<file path="src/rtl/jkx_pkg.sv">
// jkx_pkg: shared types and helpers for the JK excitation driver.
//   jkx_state_e    : driver FSM states (IDLE, DRIVE, CHECK)
//   jk_t           : {j,k} excitation pair
//   jkx_excite_fn  : excitation table, (current Q, target Q, don't-care value) -> {J,K}
//   JKX_LATENCY    : edges from accept to the chk_ok/chk_err pulse
package jkx_pkg;

  typedef enum logic [1:0] {
    IDLE  = 2'd0,
    DRIVE = 2'd1,
    CHECK = 2'd2
  } jkx_state_e;

  typedef struct packed {
    logic j;
    logic k;
  } jk_t;

  localparam int JKX_LATENCY = 3;

  // Classic JK excitation table. The input that does not affect the outcome
  // is driven with dc: 0 gives hold-style pairs, 1 gives toggle-style pairs.
  function automatic jk_t jkx_excite_fn(input logic cur, input logic tgt, input logic dc);
    jk_t r;
    r = '{j: 1'b0, k: 1'b0};
    case ({cur, tgt})
      2'b00:   r = '{j: 1'b0, k: dc};
      2'b01:   r = '{j: 1'b1, k: dc};
      2'b10:   r = '{j: dc,   k: 1'b1};
      2'b11:   r = '{j: dc,   k: 1'b0};
      default: r = '{j: 1'b0, k: 1'b0};
    endcase
    return r;
  endfunction

endpackage

</file>
<file path="src/rtl/jkx_excite.sv">
// jkx_excite: purely combinational JK excitation table.
// Parameters:
//   DC_VAL - value placed on the don't-care excitation input
// Ports:
//   cur_q (in)  current FF state
//   tgt   (in)  desired FF state after the next capturing edge
//   j, k  (out) excitation that moves cur_q to tgt
module jkx_excite
  import jkx_pkg::*;
#(
  parameter logic DC_VAL = 1'b0
) (
  input  logic cur_q,
  input  logic tgt,
  output logic j,
  output logic k
);

  jk_t jk;

  assign jk = jkx_excite_fn(cur_q, tgt, DC_VAL);
  assign j  = jk.j;
  assign k  = jk.k;

endmodule

</file>
<file path="src/rtl/jk_excitation_driver.sv">
// jk_excitation_driver: closed-loop stimulus/checker for an external JK FF.
// Accepts target next-state bits over valid/ready, drives the matching J/K
// for exactly one capturing edge, then verifies Q (and QN == ~Q) and reports.
//
// Parameters:
//   DC_VAL - value driven on the don't-care excitation input
//   CNT_W  - width of the saturating error counter
// Ports:
//   CLK, RST            clock, asynchronous active-high reset
//   tgt_valid/tgt_bit   target offer; tgt_ready high only in IDLE
//   J, K                registered excitation to the FF
//   Q, QN               FF outputs, sampled synchronously
//   err_clr             synchronous clear of err_cnt (and halt flag)
//   chk_ok / chk_err    one-cycle result pulses
//   err_cnt             saturating failure count
// Optional feature macro: JKX_ERR_HALT_EN
//   When defined, the first failure sets a sticky halt that blocks new
//   targets until err_clr (released the cycle after) or RST.
module jk_excitation_driver
  import jkx_pkg::*;
#(
  parameter logic DC_VAL = 1'b0,
  parameter int   CNT_W  = 8
) (
  input  logic             CLK,
  input  logic             RST,
  input  logic             tgt_valid,
  input  logic             tgt_bit,
  output logic             tgt_ready,
  output logic             J,
  output logic             K,
  input  logic             Q,
  input  logic             QN,
  input  logic             err_clr,
  output logic             chk_ok,
  output logic             chk_err,
  output logic [CNT_W-1:0] err_cnt
);

  localparam logic [CNT_W-1:0] CNT_MAX = '1;

  jkx_state_e       state_q, state_d;
  logic             j_q, j_d, k_q, k_d;
  logic             exp_q, exp_d;
  logic             ok_q, ok_d, err_q, err_d;
  logic [CNT_W-1:0] cnt_q, cnt_d;
  logic             halted;
  logic             accept;
  logic             fail_now;
  logic             ex_j, ex_k;

  jkx_excite #(.DC_VAL(DC_VAL)) u_excite (
    .cur_q (Q),
    .tgt   (tgt_bit),
    .j     (ex_j),
    .k     (ex_k)
  );

`ifdef JKX_ERR_HALT_EN
  logic halt_q, halt_d;
  assign halted = halt_q;
`else
  assign halted = 1'b0;
`endif

  // RST is folded in so ready is low for the whole reset window.
  assign tgt_ready = (state_q == IDLE) && !halted && !RST;
  assign accept    = tgt_valid && tgt_ready;

  always_comb begin
    state_d  = state_q;
    j_d      = 1'b0;      // J/K rest at hold (0,0) except for the drive cycle
    k_d      = 1'b0;
    exp_d    = exp_q;
    ok_d     = 1'b0;
    err_d    = 1'b0;
    fail_now = 1'b0;
    case (state_q)
      IDLE: begin
        if (accept) begin
          j_d     = ex_j;
          k_d     = ex_k;
          exp_d   = tgt_bit;
          state_d = DRIVE;
        end
      end
      DRIVE: begin
        // FF captures J/K at the closing edge of this cycle
        state_d = CHECK;
      end
      CHECK: begin
        // A complement violation fails even if Q itself is right
        fail_now = (Q != exp_q) || (QN == Q);
        ok_d     = !fail_now;
        err_d    = fail_now;
        state_d  = IDLE;
      end
      default: state_d = IDLE;
    endcase
  end

  // Clear beats a coincident increment; saturate instead of wrapping.
  always_comb begin
    cnt_d = cnt_q;
    if (err_clr)
      cnt_d = '0;
    else if (fail_now && (cnt_q != CNT_MAX))
      cnt_d = cnt_q + CNT_W'(1);
  end

`ifdef JKX_ERR_HALT_EN
  always_comb begin
    halt_d = halt_q;
    if (err_clr)
      halt_d = 1'b0;
    else if (fail_now)
      halt_d = 1'b1;
  end
`endif

  always_ff @(posedge CLK or posedge RST) begin
    if (RST) begin
      state_q <= IDLE;
      j_q     <= 1'b0;
      k_q     <= 1'b0;
      exp_q   <= 1'b0;
      ok_q    <= 1'b0;
      err_q   <= 1'b0;
      cnt_q   <= '0;
`ifdef JKX_ERR_HALT_EN
      halt_q  <= 1'b0;
`endif
    end else begin
      state_q <= state_d;
      j_q     <= j_d;
      k_q     <= k_d;
      exp_q   <= exp_d;
      ok_q    <= ok_d;
      err_q   <= err_d;
      cnt_q   <= cnt_d;
`ifdef JKX_ERR_HALT_EN
      halt_q  <= halt_d;
`endif
    end
  end

  assign J       = j_q;
  assign K       = k_q;
  assign chk_ok  = ok_q;
  assign chk_err = err_q;
  assign err_cnt = cnt_q;

endmodule
</file>
<file path="config.mk">
export PLATFORM = sky130hd
export DESIGN_NAME = jk_excitation_driver
export DESIGN_NICKNAME = d
export VERILOG_FILES = /design/src/rtl/jkx_pkg.sv /design/src/rtl/jkx_excite.sv /design/src/rtl/jk_excitation_driver.sv
export SDC_FILE = /design/constraint.sdc
export NUM_CORES = 1
export LEC_CHECK = 0
export ABC_AREA = 1
export CAP_MARGIN = 25
export CORE_ASPECT_RATIO = 1.2
export CORE_UTILIZATION = 42
export DETAILED_ROUTE_END_ITERATION = 8
export MAX_ROUTING_LAYER = met4
export PLACE_DENSITY = 0.8
export REMOVE_ABC_BUFFERS = 1
export SYNTH_ARGS = -nofsm -noshare
export SYNTH_HDL_FRONTEND = slang
export SYNTH_HIERARCHICAL = 1
export SYNTH_SLANG_ARGS = --single-unit
</file>
<file path="constraint.sdc">
create_clock -name CLK -period 1.77 [get_ports CLK]
set_clock_uncertainty 0.2 [all_clocks]
set_input_delay 0.354 -clock CLK [delete_from_list [all_inputs] [get_ports CLK]]
set_output_delay 0.354 -clock CLK [all_outputs]
set_load 0.03 [all_outputs]
</file>
==> out/results.txt <==
The wire length of the first global-routing pass came out at 2891 um. For this run, the number of Yosys warnings is 6. Buffer levels on the longest clock path: 2. The count of hold buffers inserted by post-cts repair was 0; the data arrival at the endpoint of the critical path was 1160 ps. Proportion of synthesized area in mux cells: 0%. The number of antenna violations at the first check in global routing was 0; the worst-case hold slack was 216.2 ps. The flow ran to the end, and the final reports show no timing, DRC or antenna violations. Gate family responsible for the most delay along the worst path: flip-flops. The die is 42.66 um wide. Pin count of the biggest net entering global routing: 16.

The worst setup path is launched from a register. Clock root buffer: sky130_fd_sc_hd__clkbuf_4. The final hold violation count was 0. The combinational family with the most area after synthesis is simple AND/OR/NAND/NOR gates.

The first routing iteration left 6 violations. Counting flops with a built-in enable in the synthesized netlist gives 0. For this run, the detailed router's first-pass iteration total came to 4. On the critical path, the stage with the largest delay is an instance of sky130_fd_sc_hd__dfrtp_1. The average detailed-routed wire length per instance is 10.43 um. Worst reg-to-reg path cell count: 8. The routed layout has 799 vias.

The tools report the required time reported for the critical path endpoint as 1220 ps. The initial utilization of the core area, before any placement, comes to 45.03%. In this run the critical register-to-register path is captured at err_cnt[5]. The detail route stage leaves a number of antenna-violating nets equal to 0. The post-layout instance area was 1120 um2; the count of port buffers added during placement was 19. Of all flip-flops after synthesis, the portion carrying an async set or reset was 100.0%. Timing would allow up to 584.0 MHz.

sky130_fd_sc_hd__dfrtp_1 takes more of the synthesized area than any other cell. The worst min-delay path category was in2async. The area share of the largest cell type after synthesis works out to 45.05%. For the minimum setup slack among reg-to-reg paths, the log shows 150 ps. Walking the worst path, the cells encountered are dlygate4sd2_1. The delay of the slowest critical-path stage was 440 ps. Max-cap violations in this run came to 0. The worst register-to-register path begins at err_cnt[1]. The CTS sink count is 15, and the number of buffers and inverters on the critical path is 1. The sequential share of the synthesized area came out at 45.05%. Summing the areas of all xor and xnor instances in the mapped netlist gives 2.102% of the synthesized area. TritonCTS created 3 clock buffers. At the end of routability-driven placement, the weighted congestion stood at 0.8568. After detailed placement, the total cell area comes to 1107 um2. The number of standard-cell rows in the floorplan is 17. The most repeated cell in the gate-level netlist after synthesis is sky130_fd_sc_hd__nand2_1. The run gives 17.88% as the total routing resource utilization after global routing.

In this run the post-CTS setup repair buffer count came out at 0. For this run, design rule violations remaining after detail routing come to 0. TritonCTS built the clock tree. Flip-flop cell with the highest count after synthesis: sky130_fd_sc_hd__dfrtp_1. The via count of the first global-routing pass is 737. In this run the count of I/O pins placed on the die edge is 20. In this run the static leakage power is 0.6428 nW.

VDD sags by at most 0.4722 mV. The final critical delay including setup and external delays came out at 1712 ps. The run gives 152 as the net total in the final layout. Clock-pin slew was measured on the worst setup and hold paths at 100 ps.

For the worst-skew pair, the clock arrives at the later sink with an insertion delay of 290 ps. Ranked by total cell area, the synthesized netlist is headed by sky130_fd_sc_hd__dfrtp_1 (45%), sky130_fd_sc_hd__nand2_1 (15%), sky130_fd_sc_hd__nand3_1 (7.8%). Summing the areas of all compound-gate instances in the mapped netlist gives 3.303% of the synthesized area. Simple-gate share of the synthesized area: 38.89%. The post-detailed-route via-to-cell ratio was 4.932; the H-tree depth was 1. The synthesized netlist contains 21 unique library cells. Headroom to the max-slew limit came out at 78.62%. The number of resized instances in the post-cts repair step was 12. Synthesis produced 112 cells.

The slew at the pin closest to its max-slew limit came out at 322.0 ps. The areal power density over the cells is 621.7 nW/um2. The average cell area after synthesis works out to 7.440 um2.

The critical path is of the reg2out type. The area growth from synthesis to layout is 34.38%. STA classifies the critical path endpoint as a primary output. The synthesized netlist devotes 1.502% of its cell area to adder and majority cells. The floorplan die area is 2167 um2, and the count of state elements after synthesis is 15.

Setup violations remaining at the end of the flow were counted as 0. The core region is 1851 um2. Cells with a size suffix above 1 make up 15.38% of the layout. Summed over all layers, the global routing overflow is 0. The die is 50.80 um tall. 0 antenna diodes ended up in the layout. The routed wire length is 1689 um.

The max-slew violation count is 0. Sorting the synthesized cells by how often they occur yields sky130_fd_sc_hd__nand2_1 (33), sky130_fd_sc_hd__inv_1 (17), sky130_fd_sc_hd__dfrtp_1 (15), sky130_fd_sc_hd__nor2_1 (15), sky130_fd_sc_hd__nand3_1 (13). The filler cell count in the final layout came out at 179.

Setup repair after global routing left no endpoint under its margin. The tools report the cell area after technology mapping as 833.3 um2. Along the worst path, the maximum fanout reaches 5. The final HPWL from detailed placement was 1343 um; the post-route clock period utilization was 96.75%.
==> metal layers <==
layer	GRT usage [%]	vias to the layer above	share of wire [%]
met1	19.45	371	43
met3	4.317	2	4.6
met2	31.31	19	51
met4	6.250	0	0.89
li1	-	407	-
met5	-	-	0
==> power by group <==
part | switching (mW) | internal, mW
logic | 0.0818 | 0.0505
clock network | 0.112 | 0.0840
registers | 0.00997 | 0.358
==> through the flow <==
stage          power, mW  std cells  setup slack (ps)  setup TNS (ps)  utilization [%]
5_1_grt           0.7305        162             12.78               0            60.51
6_report          0.6962        162             57.60               0            60.51
3_3_place_gp      0.5104        158             9.091               0            59.84
3_5_place_dp      0.5145        158            -66.47          -263.7            59.84
2_1_floorplan     0.4514        111             76.80               0                -
4_1_cts           0.7010        162             60.06               0            60.51
==> kinds of logic (layout without fill, tap and decap cells) <==
kind of cell	after synthesis	in the layout
adders and majority gates	1	1
AOI/OAI and AO/OA	4	4
xor gates and xnor gates	2	2
DFF	15	15
and+or+nand+nor	70	70
buffers and inverters	20	51
==> layout make-up <==
class / count / area (um2) / area share [%]
multi-input combinational: 77 / 381.6 / 34.08
sequential: 15 / 375.4 / 33.52
tap: 19 / 23.77 / 2.123
clock buffer: 3 / 22.52 / 2.011
clock inverter: 1 / 5.005 / 0.4469
timing repair buffer: 28 / 240.2 / 21.45
inverter: 19 / 71.32 / 6.369
==> worst max path at each step <==
stage          startpoint         end  slack [ps]  depth (start not counted)
6_report       err_cnt[1]  err_cnt[1]          60                          1
2_1_floorplan  err_cnt[0]  err_cnt[5]          80                          8
5_1_grt        err_cnt[1]  err_cnt[1]          10                          1
3_3_place_gp            Q  err_cnt[1]           9                          9
4_1_cts        err_cnt[1]  err_cnt[1]          60                          1
3_5_place_dp            Q  err_cnt[7]         -70                          9
==> cells in the final DEF, fill, tap and decap left out, types with 2 or more instances in the layout <==
cell / instances
sky130_fd_sc_hd__nor3_1: 2
sky130_fd_sc_hd__dlygate4sd2_1: 12
sky130_fd_sc_hd__nand3_1: 13
sky130_fd_sc_hd__inv_1: 17
sky130_fd_sc_hd__clkbuf_4: 3
sky130_fd_sc_hd__nand2_1: 33
sky130_fd_sc_hd__buf_4: 10
sky130_fd_sc_hd__nor2_1: 15
sky130_fd_sc_hd__dfrtp_1: 15
sky130_fd_sc_hd__o21bai_1: 2
sky130_fd_sc_hd__nand2_2: 2
sky130_fd_sc_hd__clkdlybuf4s50_1: 6
==> worst reg2reg max path, cell delays in order (launching register included) <==
cell and delay, ps:
sky130_fd_sc_hd__dfrtp_1 440, sky130_fd_sc_hd__ha_1 230, sky130_fd_sc_hd__nand2_2 90, sky130_fd_sc_hd__nor2_4 110
sky130_fd_sc_hd__nand2_2 80, sky130_fd_sc_hd__nand3_4 140, sky130_fd_sc_hd__nand2_4 90, sky130_fd_sc_hd__nand2_1 80
sky130_fd_sc_hd__nand2_1 60
==> sequential cells by signal, indices dropped and copies added, names as in the netlist <==
register,count
exp_q,1
err_cnt,8
J,1
chk_err,1
K,1
state_q,2
chk_ok,1
No activity file was read; power rests on OpenSTA's default activity.
